<file path="config.mk">
export PLATFORM = sky130hd
export DESIGN_NAME = board_ctl_flat
export DESIGN_NICKNAME = d
export VERILOG_FILES = /design/src/rtl/board_ctl_if.sv /design/src/rtl/board_ctl.sv /design/src/flat_wrapper.sv
export SDC_FILE = /design/constraint.sdc
export NUM_CORES = 1
export LEC_CHECK = 0
export BUFFER_PORTS_ARGS = -buffer_cell sky130_fd_sc_hd__buf_2
export CAP_MARGIN = 20
export CORE_ASPECT_RATIO = 1.75
export CORE_UTILIZATION = 45
export CTS_CLUSTER_DIAMETER = 150
export DETAILED_ROUTE_END_ITERATION = 6
export PLACE_DENSITY = 0.66
export SYNTH_ARGS = -nofsm -noshare
export SYNTH_HDL_FRONTEND = slang
export SYNTH_SLANG_ARGS = --single-unit
</file>
<file path="constraint.sdc">
create_clock -name clk -period 4.1 [get_ports clk]
set_input_delay 0.82 -clock clk [delete_from_list [all_inputs] [get_ports clk]]
set_output_delay 0.82 -clock clk [all_outputs]
set_load 0.01 [all_outputs]
</file>
<file path="src/rtl/board_ctl_if.sv">
// Request/result/memory bundle between the game logic, the board memory and board_ctl.
// The slave modport is the board_ctl view; the master modport is the game logic and memory side.
interface board_ctl_if #(
    parameter int X_ADDR_WIDTH = 4,
    parameter int Y_ADDR_WIDTH = 4,
    parameter int DATA_WIDTH   = 2
);
    logic                                 clear_req;
    logic                                 busy;
    logic                                 place_valid;
    logic                                 place_ready;
    logic [X_ADDR_WIDTH-1:0]              place_x;
    logic [Y_ADDR_WIDTH-1:0]              place_y;
    logic                                 shot_valid;
    logic                                 shot_ready;
    logic [X_ADDR_WIDTH-1:0]              shot_x;
    logic [Y_ADDR_WIDTH-1:0]              shot_y;
    logic                                 result_valid;
    logic                                 result_src;
    logic [DATA_WIDTH-1:0]                result_code;
    logic [X_ADDR_WIDTH+Y_ADDR_WIDTH-1:0] mem_read_addr;
    logic [DATA_WIDTH-1:0]                mem_read_data;
    logic [X_ADDR_WIDTH+Y_ADDR_WIDTH-1:0] mem_write_addr;
    logic [DATA_WIDTH-1:0]                mem_write_data;
    logic                                 mem_write_enable;

    modport slave (
        input  clear_req, place_valid, place_x, place_y, shot_valid, shot_x, shot_y, mem_read_data,
        output busy, place_ready, shot_ready, result_valid, result_src, result_code,
        output mem_read_addr, mem_write_addr, mem_write_data, mem_write_enable
    );

    modport master (
        output clear_req, place_valid, place_x, place_y, shot_valid, shot_x, shot_y, mem_read_data,
        input  busy, place_ready, shot_ready, result_valid, result_src, result_code,
        input  mem_read_addr, mem_write_addr, mem_write_data, mem_write_enable
    );
endinterface

</file>
<file path="src/rtl/board_ctl.sv">
// Game board sequencer: clears the board memory, then serves place/shot requests
// round-robin as single-cell read-modify-write operations and reports the old cell value.
module board_ctl #(
    parameter int X_ADDR_WIDTH = 4,
    parameter int Y_ADDR_WIDTH = 4,
    parameter int X_SIZE       = 16,
    parameter int Y_SIZE       = 16,
    parameter int DATA_WIDTH   = 2,
    parameter int RD_LATENCY   = 1
) (
    input  logic clk,
    input  logic rst_n,
    board_ctl_if.slave bus
);
    localparam int ADDR_W = X_ADDR_WIDTH + Y_ADDR_WIDTH;
    localparam int CNT_W  = ADDR_W + 1;
    localparam int CELLS  = X_SIZE * Y_SIZE;

    localparam logic [CNT_W-1:0] CLEAR_END = CELLS[CNT_W-1:0];
    localparam logic [1:0]       WAIT_LAST = 2'(RD_LATENCY - 1);

    localparam logic [DATA_WIDTH-1:0] CELL_EMPTY = DATA_WIDTH'(0);
    localparam logic [DATA_WIDTH-1:0] CELL_SHIP  = DATA_WIDTH'(1);
    localparam logic [DATA_WIDTH-1:0] CELL_HIT   = DATA_WIDTH'(2);
    localparam logic [DATA_WIDTH-1:0] CELL_MISS  = DATA_WIDTH'(3);

    localparam logic [2:0] S_CLEAR  = 3'd0;
    localparam logic [2:0] S_IDLE   = 3'd1;
    localparam logic [2:0] S_READ   = 3'd2;
    localparam logic [2:0] S_WAIT   = 3'd3;
    localparam logic [2:0] S_UPDATE = 3'd4;

    logic [2:0]       state;
    logic [CNT_W-1:0] clear_cnt;
    logic [1:0]       wait_cnt;
    logic             rr_shot;     // 1: shot wins the next tie, 0: place wins
    logic             clear_pend;
    logic             op_src;
    logic             idle_open;
    logic             grant_place;
    logic             grant_shot;
    logic [DATA_WIDTH:0] upd;      // {write, new cell value} for the cell being updated

    // Returns {write_needed, new_value} for a request of the given source on a cell holding old_val.
    function automatic logic [DATA_WIDTH:0] cell_update(input logic src,
                                                        input logic [DATA_WIDTH-1:0] old_val);
        logic [DATA_WIDTH:0] r;
        r = {1'b0, old_val};
        if (!src) begin
            if (old_val == CELL_EMPTY) r = {1'b1, CELL_SHIP};
        end else begin
            if (old_val == CELL_EMPTY)     r = {1'b1, CELL_MISS};
            else if (old_val == CELL_SHIP) r = {1'b1, CELL_HIT};
        end
        return r;
    endfunction

    // Round-robin grant, only in IDLE and never while a clear is waiting to run.
    always_comb begin
        idle_open   = (state == S_IDLE) && !clear_pend && !bus.clear_req;
        grant_place = idle_open && bus.place_valid && (!bus.shot_valid || !rr_shot);
        grant_shot  = idle_open && bus.shot_valid && (!bus.place_valid || rr_shot);
        upd         = cell_update(op_src, bus.mem_read_data);
    end

    assign bus.place_ready = grant_place;
    assign bus.shot_ready  = grant_shot;

    // Sequencer state, clear counter, arbitration pointer and all registered outputs.
    always_ff @(posedge clk or negedge rst_n) begin
        if (!rst_n) begin
            state                <= S_CLEAR;
            clear_cnt            <= '0;
            wait_cnt             <= '0;
            rr_shot              <= 1'b0;
            clear_pend           <= 1'b0;
            op_src               <= 1'b0;
            bus.busy             <= 1'b0;
            bus.result_valid     <= 1'b0;
            bus.result_src       <= 1'b0;
            bus.result_code      <= '0;
            bus.mem_read_addr    <= '0;
            bus.mem_write_addr   <= '0;
            bus.mem_write_data   <= '0;
            bus.mem_write_enable <= 1'b0;
        end else begin
            bus.result_valid     <= 1'b0;
            bus.mem_write_enable <= 1'b0;
            if (bus.clear_req && state != S_CLEAR) clear_pend <= 1'b1;

            case (state)
                S_CLEAR: begin
                    if (bus.clear_req) begin
                        // Restart: write cell 0 now, continue from cell 1.
                        bus.mem_write_enable <= 1'b1;
                        bus.mem_write_data   <= CELL_EMPTY;
                        bus.mem_write_addr   <= '0;
                        bus.mem_read_addr    <= '0;
                        clear_cnt            <= CNT_W'(1);
                        bus.busy             <= 1'b1;
                    end else if (clear_cnt == CLEAR_END) begin
                        state    <= S_IDLE;
                        bus.busy <= 1'b0;
                    end else begin
                        // Read address follows the write so both ports target the same cell.
                        bus.mem_write_enable <= 1'b1;
                        bus.mem_write_data   <= CELL_EMPTY;
                        bus.mem_write_addr   <= clear_cnt[ADDR_W-1:0];
                        bus.mem_read_addr    <= clear_cnt[ADDR_W-1:0];
                        clear_cnt            <= clear_cnt + 1'b1;
                        bus.busy             <= 1'b1;
                    end
                end
                S_IDLE: begin
                    if (clear_pend || bus.clear_req) begin
                        state                <= S_CLEAR;
                        clear_pend           <= 1'b0;
                        bus.mem_write_enable <= 1'b1;
                        bus.mem_write_data   <= CELL_EMPTY;
                        bus.mem_write_addr   <= '0;
                        bus.mem_read_addr    <= '0;
                        clear_cnt            <= CNT_W'(1);
                        bus.busy             <= 1'b1;
                    end else if (grant_place || grant_shot) begin
                        state             <= S_READ;
                        op_src            <= grant_shot;
                        rr_shot           <= grant_place;
                        bus.mem_read_addr <= grant_shot ? {bus.shot_y, bus.shot_x}
                                                        : {bus.place_y, bus.place_x};
                        bus.busy          <= 1'b1;
                    end
                end
                S_READ: begin
                    state    <= S_WAIT;
                    wait_cnt <= '0;
                end
                S_WAIT: begin
                    if (wait_cnt == WAIT_LAST) begin
                        // Old value is captured here so the write and result are visible in UPDATE.
                        state                <= S_UPDATE;
                        bus.result_valid     <= 1'b1;
                        bus.result_src       <= op_src;
                        bus.result_code      <= bus.mem_read_data;
                        bus.mem_write_enable <= upd[DATA_WIDTH];
                        bus.mem_write_data   <= upd[DATA_WIDTH-1:0];
                        bus.mem_write_addr   <= bus.mem_read_addr;
                    end else begin
                        wait_cnt <= wait_cnt + 1'b1;
                    end
                end
                S_UPDATE: begin
                    state    <= S_IDLE;
                    bus.busy <= 1'b0;
                end
                default: begin
                    state     <= S_CLEAR;
                    clear_cnt <= '0;
                end
            endcase
        end
    end
endmodule

</file>
<file path="src/flat_wrapper.sv">
// flat-port wrapper written by rule: the top's interface ports become plain ports
module board_ctl_flat 
#(
    parameter int X_ADDR_WIDTH = 4,
    parameter int Y_ADDR_WIDTH = 4,
    parameter int X_SIZE       = 16,
    parameter int Y_SIZE       = 16,
    parameter int DATA_WIDTH   = 2,
    parameter int RD_LATENCY   = 1
)
  (clk, rst_n, bus_clear_req, bus_place_valid, bus_place_x, bus_place_y, bus_shot_valid, bus_shot_x, bus_shot_y, bus_mem_read_data, bus_busy, bus_place_ready, bus_shot_ready, bus_result_valid, bus_result_src, bus_result_code, bus_mem_read_addr, bus_mem_write_addr, bus_mem_write_data, bus_mem_write_enable);
  board_ctl_if #(.X_ADDR_WIDTH(X_ADDR_WIDTH), .Y_ADDR_WIDTH(Y_ADDR_WIDTH), .DATA_WIDTH(DATA_WIDTH)) bus_i ();
  input  logic clk;
  input  logic rst_n;
  input wire logic [$bits(bus_i.clear_req)-1:0] bus_clear_req;
  input wire logic [$bits(bus_i.place_valid)-1:0] bus_place_valid;
  input wire logic [$bits(bus_i.place_x)-1:0] bus_place_x;
  input wire logic [$bits(bus_i.place_y)-1:0] bus_place_y;
  input wire logic [$bits(bus_i.shot_valid)-1:0] bus_shot_valid;
  input wire logic [$bits(bus_i.shot_x)-1:0] bus_shot_x;
  input wire logic [$bits(bus_i.shot_y)-1:0] bus_shot_y;
  input wire logic [$bits(bus_i.mem_read_data)-1:0] bus_mem_read_data;
  output wire logic [$bits(bus_i.busy)-1:0] bus_busy;
  output wire logic [$bits(bus_i.place_ready)-1:0] bus_place_ready;
  output wire logic [$bits(bus_i.shot_ready)-1:0] bus_shot_ready;
  output wire logic [$bits(bus_i.result_valid)-1:0] bus_result_valid;
  output wire logic [$bits(bus_i.result_src)-1:0] bus_result_src;
  output wire logic [$bits(bus_i.result_code)-1:0] bus_result_code;
  output wire logic [$bits(bus_i.mem_read_addr)-1:0] bus_mem_read_addr;
  output wire logic [$bits(bus_i.mem_write_addr)-1:0] bus_mem_write_addr;
  output wire logic [$bits(bus_i.mem_write_data)-1:0] bus_mem_write_data;
  output wire logic [$bits(bus_i.mem_write_enable)-1:0] bus_mem_write_enable;
  assign bus_i.clear_req = bus_clear_req;
  assign bus_i.place_valid = bus_place_valid;
  assign bus_i.place_x = bus_place_x;
  assign bus_i.place_y = bus_place_y;
  assign bus_i.shot_valid = bus_shot_valid;
  assign bus_i.shot_x = bus_shot_x;
  assign bus_i.shot_y = bus_shot_y;
  assign bus_i.mem_read_data = bus_mem_read_data;
  assign bus_busy = bus_i.busy;
  assign bus_place_ready = bus_i.place_ready;
  assign bus_shot_ready = bus_i.shot_ready;
  assign bus_result_valid = bus_i.result_valid;
  assign bus_result_src = bus_i.result_src;
  assign bus_result_code = bus_i.result_code;
  assign bus_mem_read_addr = bus_i.mem_read_addr;
  assign bus_mem_write_addr = bus_i.mem_write_addr;
  assign bus_mem_write_data = bus_i.mem_write_data;
  assign bus_mem_write_enable = bus_i.mem_write_enable;
  board_ctl #(.X_ADDR_WIDTH(X_ADDR_WIDTH), .Y_ADDR_WIDTH(Y_ADDR_WIDTH), .X_SIZE(X_SIZE), .Y_SIZE(Y_SIZE), .DATA_WIDTH(DATA_WIDTH), .RD_LATENCY(RD_LATENCY)) u_core (.clk(clk), .rst_n(rst_n), .bus(bus_i));
endmodule
</file>
==> flow_summary_export.csv, run 1 <==
group,metric,value,unit
min_path,hold_path.class,"flop to flop",
clocking,cts_made_buffers,5,
synthesis,synth_top_family_by_area,"compound AO/OA/AOI/OAI gates",
worst_setup_path,cp_cell_sequence,"buf_2, nor2_2, and3_1, and3_1, buf_2",
sta,hold_violations,0,
pwr,vdd_drop_max,0.295,mV
worst_setup_path,cp_slowest_cell,"and3_1",
synthesis,synth_most_common_cell,"dfrtp_1",
drt,drc_errors,0,
cells_and_area,final_nets,301,
grt,grt_max_degree,42,
worst_setup_path,reg2reg_to,"u_core.bus.result_src",
synthesis,ys_top_cells_by_count,"41 x dfrtp_1, 20 x nand2_1, 14 x and3_1",
outcome,outcome,"complete, no violations",
floorplan,dieArea,5490,sq um
synthesis,synth_top_cell_by_area,"dfrtp_1",
synthesis,synth-simple-area-share,17.8,%
sta,max_freq,343,MHz
worst_setup_path,crit_family,"simple AND/OR/NAND/NOR gates",
synthesis,synthAdderAreaFrac,2.68,%
worst_setup_path,max_stage_delay,0.38,ns
worst_setup_path,required,3.28,ns
clocking,hold_buffers,0,
synthesis,netlist_instances,232,
grt,grt_pass1_wl,9110,um
drt,drt_iter0_markers,53,
sta,fin_tns_setup,0,ns
clocking,ctsLongestPathBuffers,2,
synthesis,yosys_warnings,0,
clocking,clk_latency,0.30,ns
synthesis,synth.top_cell.area_share,44.0,%
min_path,hold_path_end,"u_core.wait_cnt[1]",
drt,drt-total-wl,5390,um
worst_setup_path,end_kind,"output pin",
sta,relSlewSlack,39.6,%
drt,wl_per_cell,16.4,um
worst_setup_path,path_class,"input port to output pin",
cells_and_area,drive_gt1_share,29.2,%
worst_setup_path,arrival,2.09,ns
worst_setup_path,critPathLaunchType,"input port",
worst_setup_path,r2r_start,"u_core.state[0]",
synthesis,synth.mux.area_fraction,6.60,%
cells_and_area,fin_cells,328,
floorplan,die_height,97.3,um
place,dp.cells,319,
pwr,p_leak,1.39,nW
floorplan,die_w,56.4,um
floorplan,core-area,4980,sq um
grt,antenna_found_initial,0,
place,place_area,2570,sq um
worst_setup_path,path_depth,5,
sta,worstMarginPinSlew,0.906,ns
min_path,min_from,"u_core.wait_cnt[1]",
floorplan,start_util,46.9,%
synthesis,synthesis.nets,260,
drt,postRouteAntennaNets,0,
grt,grt.total_usage,20.7,%
clocking,post_cts_buffers,0,
sta,fin_crit,2.91,ns
synthesis,ys_seq_area_share,44.0,%
clocking,cts_tree,"done",
synthesis,synth-compound-area-share,24.0,%
sta,finalSetupViolCount,0,
drt,dr.pass1.iters,4,
clocking,htreeDepth,2,
cells_and_area,final_area,2710,sq um
worst_setup_path,worst-path-buf-inv,2,
synthesis,synth_seq_cells,41,
clocking,clkTransAtPathRegs,0.07,ns
sta,skew,0.0138,ns
synthesis,synth.distinct_cells,45,
synthesis,synthFlopType,"dfrtp_1",
place,place.gp.congestion,0.825,
sta,rsz0062_at_grt,"false",
worst_setup_path,r2r_slack,1.74,ns
floorplan,rows,34,
drt,via_count,1934,
grt,grt_overflow,0,
sta,fin_ws,1.19,ns
clocking,cts.sinks,41,
pwr,power_density,618,nW/um^2
place,dpl.hpwl,3940,um
place,post-place-ws,1.19,ns
sta,post-route-period-util,71.1,%
floorplan,ios,49,
place,port_buffers,48,
clocking,cts_resized,0,
synthesis,syn_avg_cell_area,10.1,sq um
synthesis,synth-edff-count,0,
run,maxCapViolations,0,
worst_setup_path,path_max_fanout,10,
cells_and_area,fill_cells,475,
synthesis,yosys-top-cells-area,"dfrtp_1 44%, mux2_2 5.3%, and3_1 3.8%",
synthesis,syn-cell-area,2330,sq um
cells_and_area,diodes,0,
grt,first_global_vias,1849,
clocking,root_buffer,"clkbuf_8",
drt,vias_per_cell,5.90,
cells_and_area,area_growth,16.1,%
synthesis,synthXorXnorAreaFrac,0,%
synthesis,async_flop_share,100,%
worst_setup_path,r2r_cells,5,
cells_and_area,finish.utilization,54.4,%
sta,drv_slew,0,
min_path,hold_depth,1,
[cells by family after synthesis]
group           Yosys count
compound gates           72
fa+ha+maj                 5
buf+inv                  27
flops                    41
mux                      14
simple gates             73
[placed cells by master, fill, tap and decap left out, drive strengths merged, types with 5 or more instances in the layout]
| cell | Yosys | final |
|---|---|---|
| buf | 7 | 48 |
| dfrtp | 41 | 41 |
| nand2 | 21 | 21 |
| and3 | 14 | 14 |
| o21ai | 13 | 13 |
| inv | 12 | 12 |
| a21oi | 12 | 12 |
| mux2 | 11 | 11 |
| nor2 | 10 | 10 |
| a22o | 9 | 9 |
| a31oi | 9 | 9 |
| a21boi | 8 | 8 |
| a211o | 7 | 7 |
| clkbuf | 8 | 6 |
| nand3 | 5 | 5 |
| nor3 | 5 | 5 |
| ha | 5 | 5 |
[worst reg2reg max path: stages (launching register included)]
cell,delay (ns)
dfrtp_1,0.72
nor2b_2,0.39
and2_1,0.43
nand2_1,0.19
inv_1,0.18
mux2_2,0.35
[state kept, by name, indices dropped and copies added (netlist names)]
name and cells:
u_core.bus.result_src 1, u_core.bus.result_valid 1, u_core.rr_shot 1, u_core.bus.busy 1, u_core.bus.mem_write_addr 8, u_core.bus.mem_write_enable 1
u_core.state 3, u_core.clear_pend 1, u_core.clear_cnt 9, u_core.wait_cnt 2, u_core.op_src 1, u_core.bus.result_code 2
u_core.bus.mem_read_addr 8, u_core.bus.mem_write_data 2
[final cells by class]
type	instances	area [sq um]	share of cell area [%]
Clock buffer	5	68.8	2.54
Inverter	12	45.0	1.66
Timing Repair Buffer	49	245	9.05
Multi-Input combinational cell	164	1190	44.0
Clock inverter	3	65.1	2.40
Sequential cell	41	1030	37.9
Tap cell	54	67.6	2.49
[how the worst max path moves through the flow]
stage                  start              end  slack (ns)
5_1_grt        bus_clear_req  bus_place_ready        1.05
3_3_place_gp   bus_clear_req   bus_shot_ready        1.20
6_report       bus_clear_req   bus_shot_ready        1.19
3_5_place_dp   bus_clear_req   bus_shot_ready        1.19
2_1_floorplan  bus_clear_req   bus_shot_ready        1.52
4_1_cts        bus_clear_req   bus_shot_ready        1.17
[where the power goes]
| part | internal (mW) | switching (mW) |
|---|---|---|
| clock network | 0.242 | 0.143 |
| logic | 0.278 | 0.366 |
| registers | 0.514 | 0.131 |
| total | 1.03 | 0.640 |
[stage by stage]
stage | total power, mW | hold slack [ns]
after floorplan | 1.10 | 0.466
after global placement | 1.29 | 0.476
after detailed placement | 1.29 | 0.482
after CTS | 1.68 | 0.507
after global routing | 1.78 | 0.520
final | 1.67 | 0.497
[layer usage]
metal	wire, um	global-route usage (%)
met2	2880	36.4
met5	0	0
met3	137	2.40
met4	55	5.07
met1	2310	26.5
No activity file was read; power rests on OpenSTA's default activity.
==> run 2, diff against run 1 <==
- clock period: 4.1 -> 2.8 ns (I/O delays scaled with it)
==> flow_summary_export.csv, run 2 (synthesis results as in run 1) <==
group,metric,value,unit
grt,antenna_found_initial,0,
cells_and_area,drive_gt1_share,30.2,%
sta,drv_slew,0,
grt,grt.total_usage,21.0,%
sta,rsz0062_at_grt,"false",
outcome,outcome,"complete, no violations",
worst_setup_path,required,2.24,ns
worst_setup_path,critPathLaunchType,"flop",
pwr,pwr-share-comb,41.7,%
drt,dr.pass1.iters,4,
clocking,post_cts_buffers,0,
drt,drc_errors,0,
clocking,clkTransAtPathRegs,0.08,ns
grt,grt_max_degree,42,
cells_and_area,regArea,1030,sq um
cells_and_area,layout_common_cells,"48 x buf_2, 41 x dfrtp_1, 20 x nand2_1",
drt,vias_per_cell,5.70,
cells_and_area,diodes,0,
clocking,hold_buffers,0,
worst_setup_path,max_stage_delay,0.55,ns
worst_setup_path,path_max_fanout,12,
worst_setup_path,path_class,"flop to output pin",
sta,hold_violations,0,
pwr,p_sw,0.952,mW
clocking,cts_made_buffers,5,
drt,drt-total-wl,5350,um
grt,grt_pass1_wl,9110,um
clocking,cts.sinks,41,
clocking,cts_resized,0,
cells_and_area,largest_reg_flops,9,
clocking,cts_tree,"done",
grt,first_global_vias,1869,
cells_and_area,area_growth,16.7,%
sta,worstMarginPinSlew,0.948,ns
floorplan,ios,49,
place,dpl.hpwl,3890,um
worst_setup_path,crit_family,"simple AND/OR/NAND/NOR gates",
worst_setup_path,worst-path-buf-inv,1,
clocking,ctsLongestPathBuffers,2,
floorplan,start_util,46.9,%
pwr,seqPwrFrac,37.8,%
floorplan,core-area,4980,sq um
drt,postRouteAntennaNets,0,
cells_and_area,final_nets,305,
min_path,hold_path.class,"input port to async pin",
pwr,p_leak,1.40,nW
sta,finalSetupViolCount,0,
floorplan,die_w,56.4,um
pwr,p_int,1.45,mW
clocking,htreeDepth,2,
pwr,sw_frac_of_total,39.6,%
drt,drt_iter0_markers,52,
sta,fin_crit,2.43,ns
sta,post-route-period-util,86.8,%
worst_setup_path,end_kind,"output pin",
worst_setup_path,cp_cell_sequence,"nor2_2, and3_1, and3_1, buf_2",
floorplan,die_height,97.3,um
worst_setup_path,crit_path_frequent_cell,"and3_1",
cells_and_area,top_register,"u_core.clear_cnt",
worst_setup_path,arrival,1.87,ns
place,dp.cells,324,
grt,grt_overflow,0,
place,place.gp.congestion,0.853,
clocking,root_buffer,"clkbuf_8",
cells_and_area,fill_cells,456,
clocking,clk_latency,0.30,ns
cells_and_area,fin_cells,332,
worst_setup_path,cp_slowest_cell,"dfrtp_1",
place,port_buffers,48,
pwr,pwr-share-clk,20.5,%
floorplan,rows,34,
cells_and_area,multi_input_area,1190,sq um
pwr,vdd_drop_max,0.579,mV
drt,wl_per_cell,16.1,um
cells_and_area,final_common_cell,"buf_2",
run,maxCapViolations,0,
sta,max_freq,412,MHz
cells_and_area,top_regs,"u_core.clear_cnt (9), u_core.bus.mem_read_addr (8), u_core.bus.mem_write_addr (8)",
worst_setup_path,r2r_slack,0.68,ns
sta,skew,0.00766,ns
drt,via_count,1893,
pwr,power_density,883,nW/um^2
sta,relSlewSlack,36.8,%
floorplan,dieArea,5490,sq um
sta,fin_tns_setup,0,ns
[run 2: changes by cell type in the layout (fill, tap and decap cells not counted)]
cell	change
clkbuf_2	-1
clkinv_4	+1
clkinv_2	-1
clkinvlp_4	+1
buf_4	+5
bufinv_16	-1
[run 2: final timing paths]
kind	startpoint	cells after the start	to
min in group clk	u_core.wait_cnt[1]	1	u_core.wait_cnt[1]
setup reg to reg	u_core.clear_cnt[0]	6	u_core.bus.mem_write_addr[1]
max in group asynchronous	rst_n	1	u_core.bus.mem_read_addr[7]
hold reg to reg	u_core.wait_cnt[1]	1	u_core.wait_cnt[1]
setup / recovery	u_core.state[1]	4	bus_shot_ready
hold / removal	rst_n	1	u_core.clear_cnt[6]
[run 2: per-layer routing]
layer / GRT usage, % / share of wire (%)
met5: 0 / 0
met1: 26.6 / 44
met4: 9.38 / 3.3
met2: 34.8 / 50
met3: 2.93 / 2.9
[run 2: power groups by stage]
stage,sequential [mW],clock (mW),combinational [mW]
6_report,0.909,0.492,1.00
5_1_grt,0.935,0.515,1.12
4_1_cts,0.908,0.503,1.01
3_5_place_dp,0.920,0,1.01
3_3_place_gp,0.918,0,0.996
2_1_floorplan,0.914,0,0.692
[run 2: layout make-up]
type / instances / share of cell area, %
multi-input cells: 164 / 43.7
clock inverters: 3 / 1.70
inverters: 12 / 1.65
flip-flops and latches: 41 / 37.7
clock buffers: 5 / 2.53
repair buffers: 53 / 10.2
well taps: 54 / 2.48
[run 2: per-stage QoR]
stage	utilization [%]	setup WS, ns	power (mW)	cell area [sq um]	hold WS (ns)
2_1_floorplan	-	0.741	1.61	2330	0.264
3_3_place_gp	52.4	0.556	1.91	2610	0.482
3_5_place_dp	52.4	0.537	1.93	2610	0.481
4_1_cts	54.7	0.371	2.42	2720	0.431
5_1_grt	54.7	0.251	2.57	2720	0.486
6_report	54.7	0.371	2.41	2720	0.397
==> run 3, diff against run 2 <==
- CORE_MARGIN: not set -> 5
==> flow_summary_export.csv, run 3 (synthesis results as in run 1) <==
group,metric,value,unit
drt,drt_iter0_markers,76,
grt,first_global_vias,1992,
cells_and_area,area_growth,15.8,%
sta,fin_hold_ws,0.392,ns
worst_setup_path,worst-path-buf-inv,1,
worst_setup_path,cp_cell_sequence,"nor2_2, and3_1, and3_1, buf_2",
clocking,cts_tree,"done",
pwr,power,2.34,mW
clocking,root_buffer,"clkbuf_8",
drt,dr.pass1.iters,4,
place,dp.cells,323,
worst_setup_path,r2r_cells,6,
cells_and_area,fin_cells,331,
cells_and_area,diodes,0,
worst_setup_path,max_stage_delay,0.56,ns
outcome,outcome,"complete, no violations",
clocking,ctsLongestPathBuffers,2,
sta,max_freq,409,MHz
sta,finalSetupViolCount,0,
clocking,cts.sinks,41,
drt,via_count,1943,
place,place.gp.congestion,0.796,
cells_and_area,finish.utilization,53.8,%
place,port_buffers,48,
cells_and_area,top_regs,"u_core.clear_cnt (9), u_core.bus.mem_read_addr (8), u_core.bus.mem_write_addr (8)",
worst_setup_path,required,2.24,ns
worst_setup_path,end_kind,"output pin",
drt,drt-total-wl,5640,um
grt,antenna_found_initial,0,
worst_setup_path,arrival,1.89,ns
grt,grt_pass1_wl,9400,um
pwr,power_density,868,nW/um^2
min_path,hold_path.class,"input port to async pin",
clocking,hold_buffers,0,
cells_and_area,largest_reg_flops,9,
clocking,htreeDepth,2,
clocking,cts_resized,0,
clocking,clk_latency,0.30,ns
clocking,cts_made_buffers,5,
cells_and_area,top_register,"u_core.clear_cnt",
pwr,p_leak,1.39,nW
pwr,vdd_drop_max,0.321,mV
sta,relSlewSlack,39.5,%
place,place_area,2600,sq um
floorplan,rows,34,
sta,worstMarginPinSlew,0.907,ns
sta,skew,0.00460,ns
floorplan,core-area,5020,sq um
drt,wl_per_cell,17.0,um
cells_and_area,regArea,1030,sq um
sta,fin_crit,2.45,ns
floorplan,ios,49,
floorplan,start_util,46.5,%
cells_and_area,layout_common_cells,"48 x buf_2, 41 x dfrtp_1, 20 x nand2_1",
sta,drv_slew,0,
cells_and_area,multi_input_area,1190,sq um
grt,grt.total_usage,17.8,%
grt,grt_overflow,0,
worst_setup_path,r2r_slack,0.64,ns
floorplan,die_w,64.4,um
cells_and_area,final_area,2700,sq um
sta,fin_ws,0.354,ns
worst_setup_path,crit_family,"simple AND/OR/NAND/NOR gates",
drt,drc_errors,0,
drt,postRouteAntennaNets,0,
clocking,clkTransAtPathRegs,0.08,ns
worst_setup_path,cp_slowest_cell,"dfrtp_1",
floorplan,die_height,105,um
place,post-place-ws,0.520,ns
drt,vias_per_cell,5.87,
cells_and_area,final_nets,304,
sta,fin_tns_setup,0,ns
worst_setup_path,path_max_fanout,12,
worst_setup_path,reg2reg_to,"u_core.bus.mem_write_addr[3]",
cells_and_area,fill_cells,478,
clocking,post_cts_buffers,0,
sta,post-route-period-util,87.3,%
worst_setup_path,r2r_start,"u_core.clear_cnt[0]",
floorplan,dieArea,6780,sq um
place,dpl.hpwl,4280,um
grt,grt_max_degree,42,
run,maxCapViolations,0,
sta,rsz0062_at_grt,"false",
worst_setup_path,critPathLaunchType,"flop",
cells_and_area,final_common_cell,"buf_2",
cells_and_area,drive_gt1_share,30.0,%
worst_setup_path,crit_path_frequent_cell,"and3_1",
worst_setup_path,path_class,"flop to output pin",
sta,hold_violations,0,
## run 3: changes by cell type in the layout (fill, tap and decap cells not counted), sizes merged
cell,change
clkinvlp,-1
buf,-1
bufinv,-1
clkbuf,+2
## run 3: routing by layer
| layer | vias to the layer above | track usage, % | wire (um) |
|---|---|---|---|
| met4 | 0 | 9.08 | 197 |
| met1 | 935 | 19.8 | 2180 |
| met3 | 16 | 4.05 | 311 |
| li1 | 937 | - | - |
| met5 | - | 0 | 0 |
| met2 | 55 | 30.9 | 2950 |
## run 3: power by group
part	internal (mW)	switching, mW	total [mW]
combinational	0.432	0.574	1.01
sequential	0.754	0.156	0.910
clock	0.223	0.205	0.428
total	1.41	0.935	2.34
## run 3: cell type report
| type | count | area share, % |
|---|---|---|
| clock inverter | 1 | 0.185 |
| tap | 54 | 2.50 |
| clock buffer | 7 | 3.57 |
| multi-input combinational | 164 | 44.1 |
| sequential | 41 | 38.0 |
| inverter | 12 | 1.67 |
| timing repair buffer | 52 | 10.0 |
## run 3: worst reg2reg max path, delay by kind of cell (launching register included)
kind	cells	cell delay [ns]
simple gates	2	0.48
compound gates	1	0.48
flops	1	0.43
mux	1	0.40
fa+ha+maj	1	0.14
buf+inv	1	0.11
## run 3: worst max-delay path by stage
stage	startpoint	endpoint	slack [ns]	depth (start not counted)
2_1_floorplan	bus_clear_req	bus_shot_ready	0.74	4
3_3_place_gp	bus_clear_req	bus_shot_ready	0.54	5
3_5_place_dp	bus_clear_req	bus_shot_ready	0.52	5
4_1_cts	u_core.state[1]	bus_shot_ready	0.35	4
5_1_grt	u_core.state[1]	bus_shot_ready	0.25	4
6_report	u_core.state[1]	bus_shot_ready	0.35	4
